## config.mk

```make
export PLATFORM = sky130hd
export DESIGN_NAME = dadda_mult_pipe
export DESIGN_NICKNAME = d
export VERILOG_FILES = /design/src/rtl/dadda_mult_pipe.sv
export SDC_FILE = /design/constraint.sdc
export NUM_CORES = 1
export LEC_CHECK = 0
export CAP_MARGIN = 30
export CORE_MARGIN = 10
export CORE_UTILIZATION = 47
export CTS_CLUSTER_SIZE = 30
export DETAILED_ROUTE_END_ITERATION = 10
export PLACE_DENSITY = 0.73
export SYNTH_ARGS = -nofsm -noshare
export SYNTH_HDL_FRONTEND = slang
export SYNTH_SLANG_ARGS = --single-unit
```

## constraint.sdc

```tcl
create_clock -name clk -period 3.66 [get_ports clk]
set_input_delay 0.366 -clock clk [delete_from_list [all_inputs] [get_ports clk]]
set_output_delay 0.366 -clock clk [all_outputs]
set_load 0.1 [all_outputs]
```

## src/rtl/dadda_mult_pipe.sv

```systemverilog
// rtl/dadda_mult_pipe.sv - 3-stage pipelined unsigned Dadda multiplier, valid/ready handshake
// Optional DADDA_APPROX_EN: low APPROX_COLS columns become carry-free OR columns.
module dadda_mult_pipe #(
  parameter int WIDTH       = 8,
  parameter int TAG_W       = 4,
  parameter int APPROX_COLS = 0
) (
  input  logic               clk,
  input  logic               rst_n,
  input  logic               in_valid,
  output logic               in_ready,
  input  logic [WIDTH-1:0]   in_a,
  input  logic [WIDTH-1:0]   in_b,
  input  logic [TAG_W-1:0]   in_tag,
  output logic               out_valid,
  input  logic               out_ready,
  output logic [2*WIDTH-1:0] out_y,
  output logic [TAG_W-1:0]   out_tag,
  output logic               busy
);
  localparam int PW = 2 * WIDTH;
  localparam int CW = $clog2(PW);
`ifdef DADDA_APPROX_EN
  localparam int LOW_COLS = APPROX_COLS;
`else
  localparam int LOW_COLS = 0;
`endif

  if (WIDTH < 4 || WIDTH > 32 || APPROX_COLS < 0 || APPROX_COLS > WIDTH) begin : g_bad_params
    $error("dadda_mult_pipe: illegal WIDTH or APPROX_COLS");
  end

  function automatic logic bit_at(input logic [WIDTH-1:0] v, input int pos);
    logic [WIDTH-1:0] t;
    t = v >> pos;
    return t[0];
  endfunction

  function automatic logic [WIDTH-1:0] with_bit(input logic [WIDTH-1:0] v, input int pos,
                                                input logic b);
    return v | (WIDTH'(b) << pos);
  endfunction

  function automatic int dadda_height(input int s);
    int hh = 2;
    for (int k = 0; k < s; k++) hh = hh * 3 / 2;
    return hh;
  endfunction

  function automatic int dadda_stages();
    int n = 0;
    for (int s = 0; s < 16; s++) if (dadda_height(s) < WIDTH) n = s + 1;
    return n;
  endfunction

  localparam int NS = dadda_stages();

  logic               v1_q, v2_q, v3_q;
  logic [WIDTH-1:0]   a_q, b_q;
  logic [TAG_W-1:0]   tag1_q, tag2_q, tag3_q;
  logic [PW-1:0]      row0_q, row1_q, row0_d, row1_d;
  logic [PW-1:0]      y_q, y_d;
  logic               ld1, ld2, ld3;

  // Column bit-bags: mat[c] holds cnt[c] live bits packed from bit 0 upward.
  logic [WIDTH-1:0]   mat  [PW];
  logic [WIDTH-1:0]   nmat [PW];
  int                 cnt  [PW];
  int                 ncnt [PW];
  int                 d, h, idx, col;
  logic               p0, p1, p2, sb, cb;

  always_comb begin
    d = 0; h = 0; idx = 0; col = 0;
    p0 = 1'b0; p1 = 1'b0; p2 = 1'b0; sb = 1'b0; cb = 1'b0;
    row0_d = '0;
    row1_d = '0;
    for (int c = 0; c < PW; c++) begin
      mat[CW'(c)]  = '0;
      nmat[CW'(c)] = '0;
      cnt[CW'(c)]  = 0;
      ncnt[CW'(c)] = 0;
    end
    for (int i = 0; i < WIDTH; i++) begin
      for (int j = 0; j < WIDTH; j++) begin
        col = i + j;
        if (col >= LOW_COLS) begin
          mat[CW'(col)] = with_bit(mat[CW'(col)], cnt[CW'(col)], bit_at(a_q, j) & bit_at(b_q, i));
          cnt[CW'(col)] = cnt[CW'(col)] + 1;
        end
      end
    end
    // Each stage squeezes every column down to height d; carries land in the next column.
    for (int st = NS - 1; st >= 0; st--) begin
      d = dadda_height(st);
      for (int c = 0; c < PW; c++) begin
        nmat[CW'(c)] = '0;
        ncnt[CW'(c)] = 0;
      end
      for (int c = 0; c < PW; c++) begin
        idx = 0;
        h   = cnt[CW'(c)] + ncnt[CW'(c)];
        for (int it = 0; it < WIDTH; it++) begin
          if (h > d) begin
            p0 = bit_at(mat[CW'(c)], idx);
            p1 = bit_at(mat[CW'(c)], idx + 1);
            if (h == d + 1) begin
              p2  = 1'b0;
              idx = idx + 2;
              h   = h - 1;
            end else begin
              p2  = bit_at(mat[CW'(c)], idx + 2);
              idx = idx + 3;
              h   = h - 2;
            end
            sb = p0 ^ p1 ^ p2;
            cb = (p0 & p1) | (p2 & (p0 ^ p1));
            nmat[CW'(c)] = with_bit(nmat[CW'(c)], ncnt[CW'(c)], sb);
            ncnt[CW'(c)] = ncnt[CW'(c)] + 1;
            if (c + 1 < PW) begin
              nmat[CW'(c + 1)] = with_bit(nmat[CW'(c + 1)], ncnt[CW'(c + 1)], cb);
              ncnt[CW'(c + 1)] = ncnt[CW'(c + 1)] + 1;
            end
          end
        end
        for (int r = 0; r < WIDTH; r++) begin
          if (r >= idx && r < cnt[CW'(c)]) begin
            nmat[CW'(c)] = with_bit(nmat[CW'(c)], ncnt[CW'(c)], bit_at(mat[CW'(c)], r));
            ncnt[CW'(c)] = ncnt[CW'(c)] + 1;
          end
        end
      end
      for (int c = 0; c < PW; c++) begin
        mat[CW'(c)] = nmat[CW'(c)];
        cnt[CW'(c)] = ncnt[CW'(c)];
      end
    end
    for (int c = 0; c < PW; c++) begin
      row0_d = row0_d | (PW'(mat[CW'(c)][0]) << c);
      row1_d = row1_d | (PW'(mat[CW'(c)][1]) << c);
    end
`ifdef DADDA_APPROX_EN
    // Low columns were kept out of the tree, so row1 is zero there and no carry leaves them.
    for (int i = 0; i < WIDTH; i++) begin
      for (int j = 0; j < WIDTH; j++) begin
        if (i + j < LOW_COLS) row0_d = row0_d | (PW'(bit_at(a_q, j) & bit_at(b_q, i)) << (i + j));
      end
    end
`endif
  end

  assign y_d = row0_q + row1_q;

  assign ld3       = !v3_q | out_ready;
  assign ld2       = !v2_q | ld3;
  assign ld1       = !v1_q | ld2;
  assign in_ready  = ld1;
  assign out_valid = v3_q;
  assign out_y     = y_q;
  assign out_tag   = tag3_q;
  assign busy      = v1_q | v2_q | v3_q;

  always_ff @(posedge clk or negedge rst_n) begin
    if (!rst_n) begin
      v1_q   <= 1'b0;
      v2_q   <= 1'b0;
      v3_q   <= 1'b0;
      a_q    <= '0;
      b_q    <= '0;
      tag1_q <= '0;
      row0_q <= '0;
      row1_q <= '0;
      tag2_q <= '0;
      y_q    <= '0;
      tag3_q <= '0;
    end else begin
      if (ld1) begin
        v1_q <= in_valid;
        if (in_valid) begin
          a_q    <= in_a;
          b_q    <= in_b;
          tag1_q <= in_tag;
        end
      end
      if (ld2) begin
        v2_q <= v1_q;
        if (v1_q) begin
          row0_q <= row0_d;
          row1_q <= row1_d;
          tag2_q <= tag1_q;
        end
      end
      if (ld3) begin
        v3_q <= v2_q;
        if (v2_q) begin
          y_q    <= y_d;
          tag3_q <= tag2_q;
        end
      end
    end
  end
endmodule

```

==> summary.md <==
| Metric | Value |
|---|---|
| IO buf count | `46` |
| Worst EP arrival | `around 3000 ps` |
| Antenna violations before repair | `0` |
| Multi-input logic area | `~1400 um^2` |
| Detailed Route WL | `5.54 mm` |
| Antenna diodes | `0` |
| IO Count | `between 40 and 50` |
| Yosys warning total | `0` |
| Post-synth EDFFs | `0` |
| Post-cts repair resize count | `0` |
| Gp weighted congestion | `0.782` |
| Placed cells | `roughly 360` |
| Syn nets | `296` |
| Grt total ovfl | `0` |
| Synthesis-stage register bit count | `57` |
| Vias per cell | `just over 5` |
| Crit path largest cell delay | `between 400 and 500 ps` |
| Dpl ws | `~860 ps` |
| TNS Setup | `0 ps` |
| Fill count | `between 500 and 600` |
| Die Width | `~100 um` |
| Max Clock Skew | `~5.8 ps` |
| Crit path max fanout | `9` |
| Commonest cells post-synth | `57 x dfrtp_1, 40 x mux2_2, 30 x nand2_1, 16 x and2_1` |
| Maximum clock rate | `around 360 MHz` |
| RSZ-0062 raised after global routing | `no` |
| First-pass GRT wire length | `about 9.7 mm` |
| Syn Area/Cell | `12.0 um^2` |
| Vias | `between 1500 and 2000` |
| Critical Path RT | `~3900 ps` |
| R2r setup slk | `around 850 ps` |
| Initial DRT Pass Iterations | `5` |
| Design area | `about 3700 um^2` |
| Fin crit period | `2810 ps` |
| Top FF cell, synth | `dfrtp_1` |
| Iteration-0 DRC Markers | `44` |
| Worst relative slew slack | `0.345` |
| Kind of start point of the critical path | `register` |
| Leakage | `~1.6 nW` |
| Critical-path cell list | `and2_1 > ha_1 > inv_1 > fa_1 > fa_1 > inv_1 > fa_1 > mux2_2` |
| Largest area contributor in the netlist | `dfrtp_1` |
| Die Area | `around 10000 um^2` |
| Max Cap Viol | `0` |
| Final Core Density | `0.583` |
| Root buf cell | `clkbuf_8` |
| Sequential cell area | `approximately 1400 um^2` |
| TritonCTS clock tree | `done` |
| Crit-path most repeated cell | `fa_1` |
| Top cells by area, synth | `dfrtp_1 48%, mux2_2 15%, fa_1 7.4%, ha_1 5.0%, nand2_1 3.8%` |
| Clock sink count | `57` |
| Hold_buf cts | `0` |
| Clk pin slew, worst setup/hold paths | `70 ps` |
| Hold Path Class | `primary input to async pin` |
| Count leader, synth | `dfrtp_1` |
| Peak supply drop | `680 uV` |
| Delay-heaviest family, CP | `adder cells` |
| Cells after Synth | `249` |
| Fin. Hold Viols | `0` |
| Num CTS Buffers | `9` |
| Final net count | `approximately 340` |
| Crit Reg-Reg Startpoint | `b_q[0]` |
| Synth Cell Area | `~3000 um^2` |
| R2r endpoint | `row1_q[6]` |
| WP buf/inv | `2` |
| Outcome | `finished, final reports clean` |
| WL per Instance | `around 15 um` |
| Post-synth cell types | `32` |
| Post-route insts no fill | `377` |
| CP Capture Type | `register` |
| Setup CP Type | `register to register` |
| Pwr Total | `around 2.8 mW` |
| Share of layout cells above drive strength 1 | `0.213` |
| Hold WS | `47.1 ps` |
| Seq/Total Area, Yosys | `0.477` |
| Hpwl dp | `4.17 mm` |
| Clk buf depth | `2` |
| Die height | `between 90 and 100 um` |
| Final slew viol count | `0` |
| DRC Markers | `0` |
| Worst slew pin tran | `980 ps` |
| P&R area growth vs syn | `22.3%` |
| Tot GR Track Use | `0.123` |
| Placed cell area | `approximately 3500 um^2` |
| Setup violators final | `0` |
| Slowest CP cell | `fa_1` |
| Part of the cycle the worst path needs | `0.768` |
| Starting Density | `0.476` |
| H-tree depth | `3` |
| FFs w/ async S/R, synth | `1.00` |
| Row count | `29` |
| Core outline area | `roughly 6300 um^2` |
| Setup Fix Bufs, Post-CTS | `0` |
| PwrDens | `roughly 760 nW/um^2` |
| Final Worst Setup Slack | `851 ps` |
| Worst skew pair latency | `~340 ps` |
| Largest net degree at the start of global routing | `30` |
| Post-route ant nets | `0` |
| R2r worst-path depth | `8` |
| Yosys top cell area share | `0.477` |
| Vias in the first global route | `around 2000` |
## cells by family (layout without fill, tap and decap cells)
| logic type | after synthesis | in the layout | synth area share |
|---|---|---|---|
| simple gates | 66 | 66 | 0.113 |
| flops | 57 | 57 | 0.477 |
| mux | 41 | 41 | 0.154 |
| buf+inv | 25 | 76 | 0.0443 |
| compound gates | 24 | 24 | 0.0452 |
| fa+ha+maj | 23 | 23 | 0.124 |
| xor+xnor | 13 | 13 | 0.0427 |
## flip-flops by register name, indices dropped and copies added (netlist names)
signal and cells:
out_y 10, out_valid 1, b_q 8, v2_q 1, a_q 8, row0_q 8
tag1_q 4, out_tag 4, row1_q 8, v1_q 1, tag2_q 4
## report_power, final
group / internal, mW / switching [mW]
clock network: 0.284 / 0.265
registers: 0.802 / 0.120
logic: 0.481 / 0.822
## worst max-delay path by stage
stage | startpoint | endpoint | slack [ps] | depth (start not counted)
2_1_floorplan | out_valid | a_q[0] | 690 | 5
3_3_place_gp | b_q[0] | row1_q[6] | 900 | 8
3_5_place_dp | b_q[0] | row1_q[6] | 860 | 8
4_1_cts | b_q[0] | row1_q[6] | 840 | 8
5_1_grt | b_q[0] | row1_q[6] | 750 | 8
6_report | b_q[0] | row1_q[6] | 850 | 8
## layout make-up
| type | instances | area share |
|---|---|---|
| inverters | 12 | 0.0123 |
| well taps | 77 | 0.0263 |
| clock buffers | 11 | 0.0414 |
| repair buffers | 48 | 0.128 |
| clock inverters | 5 | 0.0109 |
| multi-input cells | 167 | 0.391 |
| flip-flops and latches | 57 | 0.390 |
## per-layer routing
layer,GRT usage,share of wire,vias to the layer above
li1,-,-,914
met5,0,0,-
met2,0.183,0.46,58
met1,0.148,0.44,929
met4,0.0662,0.020,0
met3,0.0499,0.086,10
## cell usage in the layout (no fill, tap or decap)
cell,netlist,final
clkbuf_8,0,11
nand2_4,1,1
nand2_2,1,1
or4_1,1,1
a22o_1,1,1
o21bai_1,2,2
and2_2,2,2
nand2b_1,5,5
inv_1,12,12
o21ai_0,12,12
mux2_2,40,40
xnor2_1,10,10
clkinv_4,0,2
o21ai_1,1,1
and2_1,16,16
xnor3_1,1,1
nor2_1,3,3
nand2_1,30,30
a21oi_1,6,6
a211o_1,1,1
dfrtp_1,57,57
clkinvlp_4,0,3
ha_1,12,12
or3_1,1,1
buf_2,4,1
fa_1,11,11
a21o_1,1,1
mux2i_1,1,1
nand3_1,3,3
nor3b_1,2,2
buf_4,7,3
xor2_1,2,2
nor2b_1,1,1
clkdlybuf4s50_1,0,44
Power figures use the tool's default switching activity.
